## src/rtl/counter_sequencer_if.sv

```systemverilog
// counter_sequencer_if: configuration handshake carrying terminal count and reload mode
interface counter_sequencer_if #(parameter int WIDTH = 3);
    logic             cfg_valid;
    logic             cfg_ready;
    logic [WIDTH-1:0] cfg_limit;
    logic             cfg_reload;
    modport master (output cfg_valid, cfg_limit, cfg_reload, input cfg_ready);
    modport slave  (input cfg_valid, cfg_limit, cfg_reload, output cfg_ready);
endinterface

```

## src/rtl/counter_sequencer.sv

```systemverilog
// counter_sequencer: configurable up-counter with one-shot/auto-reload, pause and abort control
module counter_sequencer #(parameter int WIDTH = 3) (
    input  logic               CLK,
    input  logic               RST,
    counter_sequencer_if.slave cfg,
    input  logic               start,
    input  logic               pause,
    input  logic               abort,
    output logic [WIDTH-1:0]   Q,
    output logic               busy,
    output logic               tc,
    output logic               done
);
    typedef enum logic [2:0] {IDLE, ARMED, RUN, HOLD, DONE} state_t;
    state_t           state_q, state_d;
    logic [WIDTH-1:0] q_q, q_d, limit_q, limit_d;
    logic             reload_q, reload_d, hs;

    assign hs = cfg.cfg_valid & cfg.cfg_ready;
    assign Q  = q_q;

    always_ff @(posedge CLK) begin
        if (RST) begin
            state_q  <= IDLE;
            q_q      <= '0;
            limit_q  <= '0;
            reload_q <= 1'b0;
        end else begin
            state_q  <= state_d;
            q_q      <= q_d;
            limit_q  <= limit_d;
            reload_q <= reload_d;
        end
    end

    // Handshake latching is independent of the state transition, so an ARMED start sees the new values.
    always_comb begin
        state_d  = state_q;
        q_d      = q_q;
        limit_d  = hs ? cfg.cfg_limit : limit_q;
        reload_d = hs ? cfg.cfg_reload : reload_q;
        if (abort && state_q != IDLE) begin
            state_d = ARMED;
            q_d     = '0;
        end else begin
            case (state_q)
                IDLE:  if (hs) state_d = ARMED;
                ARMED: if (start) begin
                    state_d = RUN;
                    q_d     = '0;
                end
                RUN: begin
                    if (pause) state_d = HOLD;
                    else if (q_q == limit_q) begin
                        if (reload_q) q_d = '0;
                        else state_d = DONE;
                    end else q_d = q_q + WIDTH'(1);
                end
                HOLD:    if (!pause) state_d = RUN;
                DONE:    state_d = ARMED;
                default: state_d = IDLE;
            endcase
        end
    end

    always_comb begin
        cfg.cfg_ready = state_q == IDLE || state_q == ARMED;
        busy          = state_q == RUN || state_q == HOLD;
        tc            = state_q == RUN && q_q == limit_q;
        done          = state_q == DONE;
    end
endmodule

```

## src/flat_wrapper.sv

```systemverilog
// flat-port wrapper written by rule: the top's interface ports become plain ports
module counter_sequencer_flat 
#(parameter int WIDTH = 3)
  (CLK, RST, start, pause, abort, Q, busy, tc, done, cfg_cfg_valid, cfg_cfg_limit, cfg_cfg_reload, cfg_cfg_ready);
  counter_sequencer_if #(.WIDTH(WIDTH)) cfg_i ();
  input  logic CLK;
  input  logic RST;
  input  logic start;
  input  logic pause;
  input  logic abort;
  output logic [WIDTH-1:0] Q;
  output logic busy;
  output logic tc;
  output logic done;
  input wire logic [$bits(cfg_i.cfg_valid)-1:0] cfg_cfg_valid;
  input wire logic [$bits(cfg_i.cfg_limit)-1:0] cfg_cfg_limit;
  input wire logic [$bits(cfg_i.cfg_reload)-1:0] cfg_cfg_reload;
  output wire logic [$bits(cfg_i.cfg_ready)-1:0] cfg_cfg_ready;
  assign cfg_i.cfg_valid = cfg_cfg_valid;
  assign cfg_i.cfg_limit = cfg_cfg_limit;
  assign cfg_i.cfg_reload = cfg_cfg_reload;
  assign cfg_cfg_ready = cfg_i.cfg_ready;
  counter_sequencer #(.WIDTH(WIDTH)) u_core (.CLK(CLK), .RST(RST), .cfg(cfg_i), .start(start), .pause(pause), .abort(abort), .Q(Q), .busy(busy), .tc(tc), .done(done));
endmodule
```

## config.mk

```make
export PLATFORM = sky130hd
export DESIGN_NAME = counter_sequencer_flat
export DESIGN_NICKNAME = d
export VERILOG_FILES = /design/src/rtl/counter_sequencer_if.sv /design/src/rtl/counter_sequencer.sv /design/src/flat_wrapper.sv
export SDC_FILE = /design/constraint.sdc
export NUM_CORES = 1
export LEC_CHECK = 0
export ABC_AREA = 1
export CORE_MARGIN = 1
export CORE_UTILIZATION = 35
export CTS_CLUSTER_DIAMETER = 60
export CTS_CLUSTER_SIZE = 12
export DETAILED_ROUTE_END_ITERATION = 8
export PLACE_DENSITY = 0.7
export SKIP_CTS_REPAIR_TIMING = 1
export SYNTH_ARGS = -nofsm -noshare
export SYNTH_HDL_FRONTEND = slang
export SYNTH_SLANG_ARGS = --single-unit
export TNS_END_PERCENT = 1
```

## constraint.sdc

```tcl
create_clock -name CLK -period 1.3 [get_ports CLK]
set_clock_uncertainty 0.05 [all_clocks]
set_input_delay 0.13 -clock CLK [delete_from_list [all_inputs] [get_ports CLK]]
set_output_delay 0.13 -clock CLK [all_outputs]
set_load 0.01 [all_outputs]
```

# Word level (Yosys, flattened, before mapping)
# Index checks and enable logic that the tools add are counted.
# totals
register_bits,10
inputBits,10
out_inout_bits,7
wordCells,48
# op_classes
addsub,1
eq_ne,17
n_mux,13
n_bitwise,1
n_reduce_logical,11
# ops
operator,count
3-bit two-way mux,10
3-bit case mux with 5 select lines,1
"3-bit by 2-bit inequality test with 1-bit output, second input constant",4
5-bit AND reduction,2
"3-bit by 2-bit equality test with 1-bit output, second input constant",2
"2-bit inequality test, second input constant",3
3-bit case mux with 2 select lines,1
"4-bit by 2-bit inequality test with 1-bit output, second input constant",1
"4-bit inequality test, second input constant",1
4-bit AND reduction,1
"3-bit by 1-bit adder with 3-bit output, second input constant",1
"3-bit by 1-bit equality test with 1-bit output, second input constant",1
3-bit equality test,1
"3-bit equality test, second input constant",1
3-bit zero test,1
"3-bit by 1-bit inequality test with 1-bit output, second input constant",1
"3-bit inequality test, second input constant",1
3-bit nonzero test,1
1-bit logical AND,2
1-bit logical OR,2
"2-bit by 1-bit inequality test with 1-bit output, second input constant",1
2-bit nonzero test,1
2-bit OR reduction,1
1-bit bitwise AND,1
1-bit two-way mux,1

# Logic depth before layout (Yosys ltp)
# Gate-level depths: netlist (run 1).
# depth
word_depth,6
depth_mapped,11

# Worst setup path after synthesis (run 1)
# OpenSTA, ideal clock, no wires.
# synth_timing
path_kind,reg-to-reg
startpoint,register u_core.state_q[1]
endpoint,register u_core.state_q[0]
setup_ns,0.109
arrival_time_ns,1.164
required_ns,1.141
slack_ns,-0.023
path_stages_with_launch,11
period_less_slack_ns,1.323
cell_sequence,dfxtp_1 > nor2_2 > nand3_1 > nand2_1 > nor2_2 > nand2_1 > o21ai_1 > nand2_1 > nand3_1 > nand2_1 > inv_1
# synth_via
elab_chain_len,5
# synth_rtl
element,line_no,text
start: declaration,counter_sequencer.sv:15,"state_t state_q, state_d;"
start signal: assignment,counter_sequencer.sv:29,state_q <= state_d;
3-bit by 1-bit equality test with 1-bit output / 3-bit zero test (equally long branches),counter_sequencer.sv:67,cfg.cfg_ready = state_q == IDLE || state_q == ARMED;
1-bit logical OR (*),counter_sequencer.sv:67,
net cfg_cfg_ready,flat_wrapper.sv:18,output wire logic [$bits(cfg_i.cfg_ready)-1:0] cfg_cfg_ready;
1-bit bitwise AND (*),counter_sequencer.sv:19,assign hs = cfg.cfg_valid & cfg.cfg_ready;
3-bit by 1-bit inequality test with 1-bit output (no source line) (*),-,
5-bit AND reduction (no source line) (*),-,
# The timed path passes the listed nets; every way through them passes the cells marked *.
# A chain may end at the register's enable or synchronous reset.

# Worst setup path after layout (run 1)
# layout_timing
startpoint,register u_core.limit_q[1]
endpoint,register u_core.q_q[1] (netlist: u_core.Q[1])
# layout_via
elab_chain_len,4
# layout_rtl
element,line_no,text
start: declaration,counter_sequencer.sv:16,"logic [WIDTH-1:0] q_q, q_d, limit_q, limit_d;"
start signal: assignment,counter_sequencer.sv:31,limit_q <= limit_d;
3-bit equality test (*),counter_sequencer.sv:54,else if (q_q == limit_q) begin
3-bit two-way mux,counter_sequencer.sv:54,
3-bit two-way mux,counter_sequencer.sv:53,if (pause) state_d = HOLD;
3-bit case mux with 2 select lines,counter_sequencer.sv:46,case (state_q)
end signal: assignment,counter_sequencer.sv:30,q_q <= q_d;
end: declaration,counter_sequencer.sv:16,
# Mark *: on every way between the ends. The rest lies on a longest branch, timed or not. The select of a mux whose other input is x is not followed.

==> summary.md, run 1 <==
| Metric | Value |
|---|---|
| Setup TNS | -0.880 ns |
| Minimum clock period | around 1.5 ns |
| H-tree depth | 1 |
| Root Buffer | clkbuf_4 |
| Slew Limit Fails | 0 |
| DR iter-0 viols | 16 |
| GPL Wtd Cong | 0.812 |
| DRT antenna net count | 0 |
| Syn. warnings | 0 |
| Critical Path RT | approximately 1.5 ns |
| Tot Pwr | 1940 uW |
| Dpl cell area | between 900 and 1000 sq um |
| Die X | 44.0 microns |
| Die height | 44.0 microns |
| Routed WL | 1770 microns |
| Fmax achieved | 677 MHz |
| Wirelength per Cell | 11.5 microns |
| CP endpoint kind | flip-flop |
| Violated checks | design-rule violations, negative setup slack |
| Worst rel slew slack | just under 90% |
| Worst hold slack | approximately 0.39 ns |
| Syn_area_per_cell | 6.36 sq um |
| Synthesis-stage register bit count | 10 |
| Final Hold Viols | 0 |
| Delay of the slowest critical-path stage | a little under 0.4 ns |
| Most common flop cell mapped by yosys | dfxtp_1 |
| GR Overflow Total | 0 |
| Most frequent cell after synthesis | nand2_1 |
| Data arrival, critical path | 1.64 ns |
| Crit-path max FO | 4 |
| CTS tree | built |
| Sequential share of the synthesized area | between 30 and 40% |
| Mapped Area | between 600 and 700 sq um |
| Total core area | ~1600 sq um |
| # IOs | 17 |
| Clock buffer count from CTS | 3 |
| Largest net degree at the start of global routing | 9 |
| Peak VDD IR | just over 0.0009 V |
| Die ar. | 1930 sq um |
| Vias | between 700 and 800 |
| Critical path launch point type | flip-flop |
| Routed vias/inst | about 5 |
| EDFF count, synth | 0 |
| Netlist cell types | 20 |
| Synth-to-Final Area Change | 76.9% |
| Final Util | between 60 and 70% |
| All-Layer GR Usage | between 10% and 20% |
| Cells after synthesis | 97 |
| CTS sink cnt | 10 |
| Row count | 14 |
| Final instance area | around 1100 sq um |
| Max_cap viols | 0 |
| Number of I/O port buffers | 16 |
| Hold Path Class | primary input to flip-flop |
| Worst-path cell chain | xnor2_2 -> nand3_2 -> buf_4 -> nor2_4 -> nand2_1 -> nand2_2 -> nand2_1 -> a21oi_2 |
| Area leader, netlist | dfxtp_1 |
| Vias in the first global route | roughly 660 |
| Yosys top cell area share | about a third |
| Synth top area cells | dfxtp_1 (32%), nand2_1 (14%), inv_1 (9.1%) |
| Commonest cells post-synth | nand2_1 (23), inv_1 (15), dfxtp_1 (10), nor2_1 (8), a21oi_1 (7) |
| Setup CP Type | flip-flop to flip-flop |
| Share of layout cells above drive strength 1 | a little over two fifths |
| Clk buf depth | 2 |
| Fin crit share | 114% |
| Pwr dens | approximately 1800 nW/um^2 |
| First-pass GRT wire length | ~2700 microns |
| Setup violators final | 7 |
| Slew of the pin with the lowest slew margin | 0.182 ns |
| Status | finished, violations left |
| Worst path slowest cell | dfxtp_1 |
| DP HPWL | 1250 microns |
| DRT Pass-1 Iters | 6 |
| Most used cell along the critical path | nand2_1 |
| Static leakage | around 0.00057 uW |
| DRC errors left | 1 |
| Share of flip-flops with an asynchronous set or reset | 0% |
| Initial antenna violation count | 0 |
| Clock Latency Late Sink | 0.28 ns |
| Initial Utilization | around 39% |
| Nets@finish | 150 |
| Post-route worst setup slack | -0.177 ns |
| RSZ-0062 raised after global routing | yes |
| Mapped Nets | ~110 |
| Ant diodes | 0 |
| Worst-path clk slew | 0.07 ns |
[cells in the final DEF (no fill, tap or decap), types with 2 or more instances in the layout]
master	n
buf_4	21
nand2_1	19
inv_1	13
clkdlybuf4s50_1	9
nor2_1	8
nand2_2	5
o21ai_0	5
dfxtp_2	5
dfxtp_1	5
nand3_2	4
nor2_4	4
a21oi_1	4
dlymetal6s2s_1	4
inv_2	3
nand3_1	3
a21oi_2	3
clkbuf_4	3
nand4_1	2
o21ai_1	2
nor3_1	2
buf_2	2
[critical path: cells and delay by family, from the launching register on]
family	cells	cell delay, ns
simple gates	5	0.53
xor+xnor	1	0.14
buf+inv	1	0.17
compound gates	1	0.14
flops	1	0.39
[power by group]
part	internal, uW	switching (uW)	total (uW)	leakage (uW)
registers	375	50.6	426	0.0000842
logic	548	669	1220	0.000460
clock network	171	124	295	0.0000210
[path summary, 6_finish.rpt]
kind | endpoint | startpoint | depth (start not counted) | slack, ns
hold reg to reg | u_core.reload_q | u_core.reload_q | 2 | 0.46
hold / removal | u_core.limit_q[1] | cfg_cfg_limit[1] | 3 | 0.39
setup reg to reg | u_core.Q[1] | u_core.limit_q[1] | 8 | -0.18
setup / recovery | u_core.Q[1] | u_core.limit_q[1] | 8 | -0.18
[kinds of logic (layout without fill, tap and decap cells)]
logic type / after synthesis / after routing / share of synthesized area (%)
and+or+nand+nor: 50 / 50 / 37.3
buffers and inverters: 18 / 59 / 11.4
AOI/OAI and AO/OA: 16 / 16 / 14.0
DFF: 10 / 10 / 32.5
xor gates and xnor gates: 2 / 2 / 2.84
adders and majority gates: 1 / 1 / 2.03
[per-layer routing]
| metal | global-route usage [%] | vias to the layer above | wire, microns |
|---|---|---|---|
| li1 | - | 393 | - |
| met1 | 24.5 | 345 | 796 |
| met3 | 5.00 | 2 | 88 |
| met5 | 0 | - | 0 |
| met2 | 30.7 | 19 | 862 |
| met4 | 9.09 | 0 | 19 |
[area by class of cell]
class | count | area (sq um)
fill | 129 | 485
multi-input combinational | 69 | 438
timing repair buffer | 38 | 324
sequential | 10 | 206
inverter | 17 | 66.3
clock buffer | 4 | 36.3
tap | 16 | 20.0
[state kept, by name, summed over array words and instances, names as in the netlist]
name	count
u_core.Q	3
u_core.limit_q	3
u_core.state_q	3
u_core.reload_q	1
[stage by stage]
stage,setup WS [ns],instances
detailed placement,-0.233,147
global route,-0.280,154
floorplan,-0.0185,97
finish,-0.177,154
CTS,-0.543,151
global placement,-0.134,147
(Power assumes the default switching activity.)
==> run 2, diff against run 1 <==
SETUP_SLACK_MARGIN = 0.2   (was not set)
==> run 2 against run 1 <==
The flow finishes with violations (negative setup slack). Global-route usage down 0.65 points. Die area unchanged. Critical path depth up 3. Fmax up 4.2%. Sequential power up 0.9%. Largest power group unchanged.
==> summary.md, run 2 (same netlist as run 1, synthesis figures left out) <==
| Metric | Value |
|---|---|
| Status | finished, violations left (unchanged) |
| Violated checks | negative setup slack (was design-rule violations, negative setup slack) |
| Int Pwr | 1030 uW (was 1090 uW) |
| Hold Startpoint | cfg_cfg_limit[1] (unchanged) |
| CTS tree | built (unchanged) |
| Synth-to-Final Area Change | 68.6% (was 76.9%) |
| Pwr dens | 1780 nW/um^2 (about the same) |
| Worst-path clk slew | 0.06 ns (was 0.07 ns) |
| CP endpoint kind | flip-flop (unchanged) |
| DRC errors left | 0 (was 1) |
| Share of layout cells above drive strength 1 | 47.0% (was 43.5%) |
| Worst-path cell chain | inv_1 -> nand2_1 -> nand2_2 -> nand3_2 -> buf_6 -> nor2_4 -> nand2_1 -> nand2_2 -> clkinv_2 -> nand2_1 -> a21oi_1 (was xnor2_2 -> nand3_2 -> buf_4 -> nor2_4 -> nand2_1 -> nand2_2 -> nand2_1 -> a21oi_2) |
| Switching power share of the total | 44.4% (was 43.5%) |
| DRT Pass-1 Iters | 6 (unchanged) |
| Slew Limit Fails | 0 (unchanged) |
| Multi-input gate area | 428 sq um (was 438 sq um) |
| Max_cap viols | 0 (unchanged) |
| Clock Latency Late Sink | 0.27 ns (was 0.28 ns) |
| Vias | 743 (was 759) |
| # IOs | 17 (unchanged) |
| DRT antenna net count | 0 (unchanged) |
| Critical path launch point type | flip-flop (unchanged) |
| Commonest non-fill, non-tap cell in the layout | nand2_1 (was buf_4) |
| WL met3 | 58 microns (was 88 microns) |
| Initial antenna violation count | 0 (unchanged) |
| Worst path slowest cell | dfxtp_2 (was dfxtp_1) |
| Seq pwr share | 23.3% (was 22.0%) |
| Total core area | 1580 sq um (unchanged) |
| Setup CP Type | flip-flop to flip-flop (unchanged) |
| Data arrival, critical path | 1.53 ns (was 1.64 ns) |
| Nets@finish | 147 (was 150) |
| Psw | 820 uW (was 844 uW) |
| CP startpoint | u_core.Q[0] (was u_core.limit_q[1]) |
| Crit-path max FO | 4 (unchanged) |
| DP HPWL | 1220 microns (was 1250 microns) |
| Critical Path RT | 1.41 ns (was 1.46 ns) |
| Peak VDD IR | 0.00104 V (was 0.000931 V) |
| Metal1 wirelength | 772 microns (was 796 microns) |
| Routed vias/inst | 4.95 (was 4.93) |
| GR Overflow Total | 0 (unchanged) |
| Hold Path Class | primary input to flip-flop (unchanged) |
| Final instance area | 1040 sq um (was 1090 sq um) |
| Routed WL | 1710 microns (was 1770 microns) |
| Fin crit share | 109% (was 114%) |
| Filler cells | 141 (was 129) |
| Die X | 44.0 microns (unchanged) |
| Root Buffer | clkbuf_4 (unchanged) |
| Die height | 44.0 microns (unchanged) |
| Met2 WL | 839 microns (was 862 microns) |
| H-tree depth | 1 (unchanged) |
| First-pass GRT wire length | 2640 microns (was 2740 microns) |
| Wirelength per Cell | 11.4 microns (was 11.5 microns) |
| All-Layer GR Usage | 18.7% (was 19.4%) |
| Top sig layer | met4 (unchanged) |
| Most frequent cells in the layout | nand2_1 (18), buf_4 (16), inv_1 (11) (was buf_4 (21), nand2_1 (19), inv_1 (13)) |
| Die ar. | 1930 sq um (unchanged) |
| Final Hold Viols | 0 (unchanged) |
| Number of I/O port buffers | 16 (unchanged) |
| Fmax achieved | 705 MHz (was 677 MHz) |
| RSZ-0062 raised after global routing | yes (unchanged) |
| Post-route worst setup slack | -0.118 ns (was -0.177 ns) |
| Vias in the first global route | 664 (was 662) |
| Slew of the pin with the lowest slew margin | 0.221 ns (was 0.182 ns) |
| GPL Wtd Cong | 0.769 (was 0.812) |
| Setup violators final | 6 (was 7) |
| CTS sink cnt | 10 (unchanged) |
| Row count | 14 (unchanged) |
| Minimum clock period | 1.42 ns (was 1.48 ns) |
| Storage cell area | 210 sq um (was 206 sq um) |
| Static leakage | 0.000510 uW (was 0.000565 uW) |
| Clock buffer count from CTS | 3 (unchanged) |
| Ant diodes | 0 (unchanged) |
| Largest net degree at the start of global routing | 9 (unchanged) |
| Initial Utilization | 39.1% (unchanged) |
| Delay of the slowest critical-path stage | 0.33 ns (was 0.39 ns) |
| Dpl cell area | 945 sq um (was 940 sq um) |
| Tot Pwr | 1850 uW (was 1940 uW) |
| Combinational power share | 64.5% (was 62.8%) |
| Clock power share | 12.2% (was 15.2%) |
| DR iter-0 viols | 19 (was 16) |
| Worst rel slew slack | 85.1% (was 87.8%) |
| Reg-to-reg startpoint | u_core.Q[0] (was u_core.limit_q[1]) |
| Clk buf depth | 2 (unchanged) |
| Most used cell along the critical path | nand2_1 (unchanged) |
[run 2: cell count changes in the layout (fill, tap and decap cells not counted), moves of 2 or more]
cell,previous run,this run
clkbuf_2,1,3
dfxtp_1,5,2
inv_2,3,5
a21oi_2,3,1
buf_4,21,16
dlymetal6s2s_1,4,2
buf_6,1,3
a21oi_1,4,6
inv_1,13,11
dfxtp_2,5,8
[run 2: per-stage QoR]
stage	std cells	utilization (%)	hold slack (ns)	worst slack (ns)	setup TNS [ns]
global placement	146	59.9	0.421	-0.121	-0.681
detailed placement	146	59.9	0.430	-0.201	-1.02
global route	150	66.0	0.432	-0.196	-1.38
finish	150	66.0	0.383	-0.118	-0.512
CTS	149	61.3	0.391	-0.511	-2.80
floorplan	97	-	0.215	0.0538	0
[run 2: layout make-up]
type	instances	area share, %
inverter	17	6.26
tap	16	1.93
clock buffer	3	2.17
timing repair buffer	35	28.3
multi-input combinational	69	41.2
sequential	10	20.2
[run 2: worst paths after layout]
check | slack (ns) | depth (start not counted) | endpoint
worst max register to register | -0.12 | 11 | u_core.Q[0]
worst max-delay path | -0.12 | 11 | u_core.Q[0]
worst min register to register | 0.46 | 2 | u_core.reload_q
worst min-delay path | 0.38 | 3 | u_core.limit_q[1]
[run 2: worst max-delay path: cells and delay by family, from the launching register on]
kind	cells	cell delay, ns
flops	1	0.33
compound gates	1	0.06
buf+inv	3	0.28
simple gates	7	0.58
[run 2: routing by layer]
metal  track usage, %  up-vias
met2             30.1       22
li1                 -      383
met5                0        -
met3             2.50        5
met4             12.7        0
met1             23.0      333
[run 2: power by group through the flow]
stage / Combinational (uW) / Sequential (uW) / Clock [uW]
after floorplan: 590 / 428 / 0
after global placement: 1010 / 415 / 0
after CTS: 1030 / 412 / 227
final: 1190 / 430 / 225
after detailed placement: 1020 / 419 / 0
after global routing: 1300 / 439 / 237
==> run 3, diff against run 2 <==
CORE_MARGIN = not set   (was 1)
==> results of run 3 <==
Final layout, timing and power as in run 2 (identical DEF).
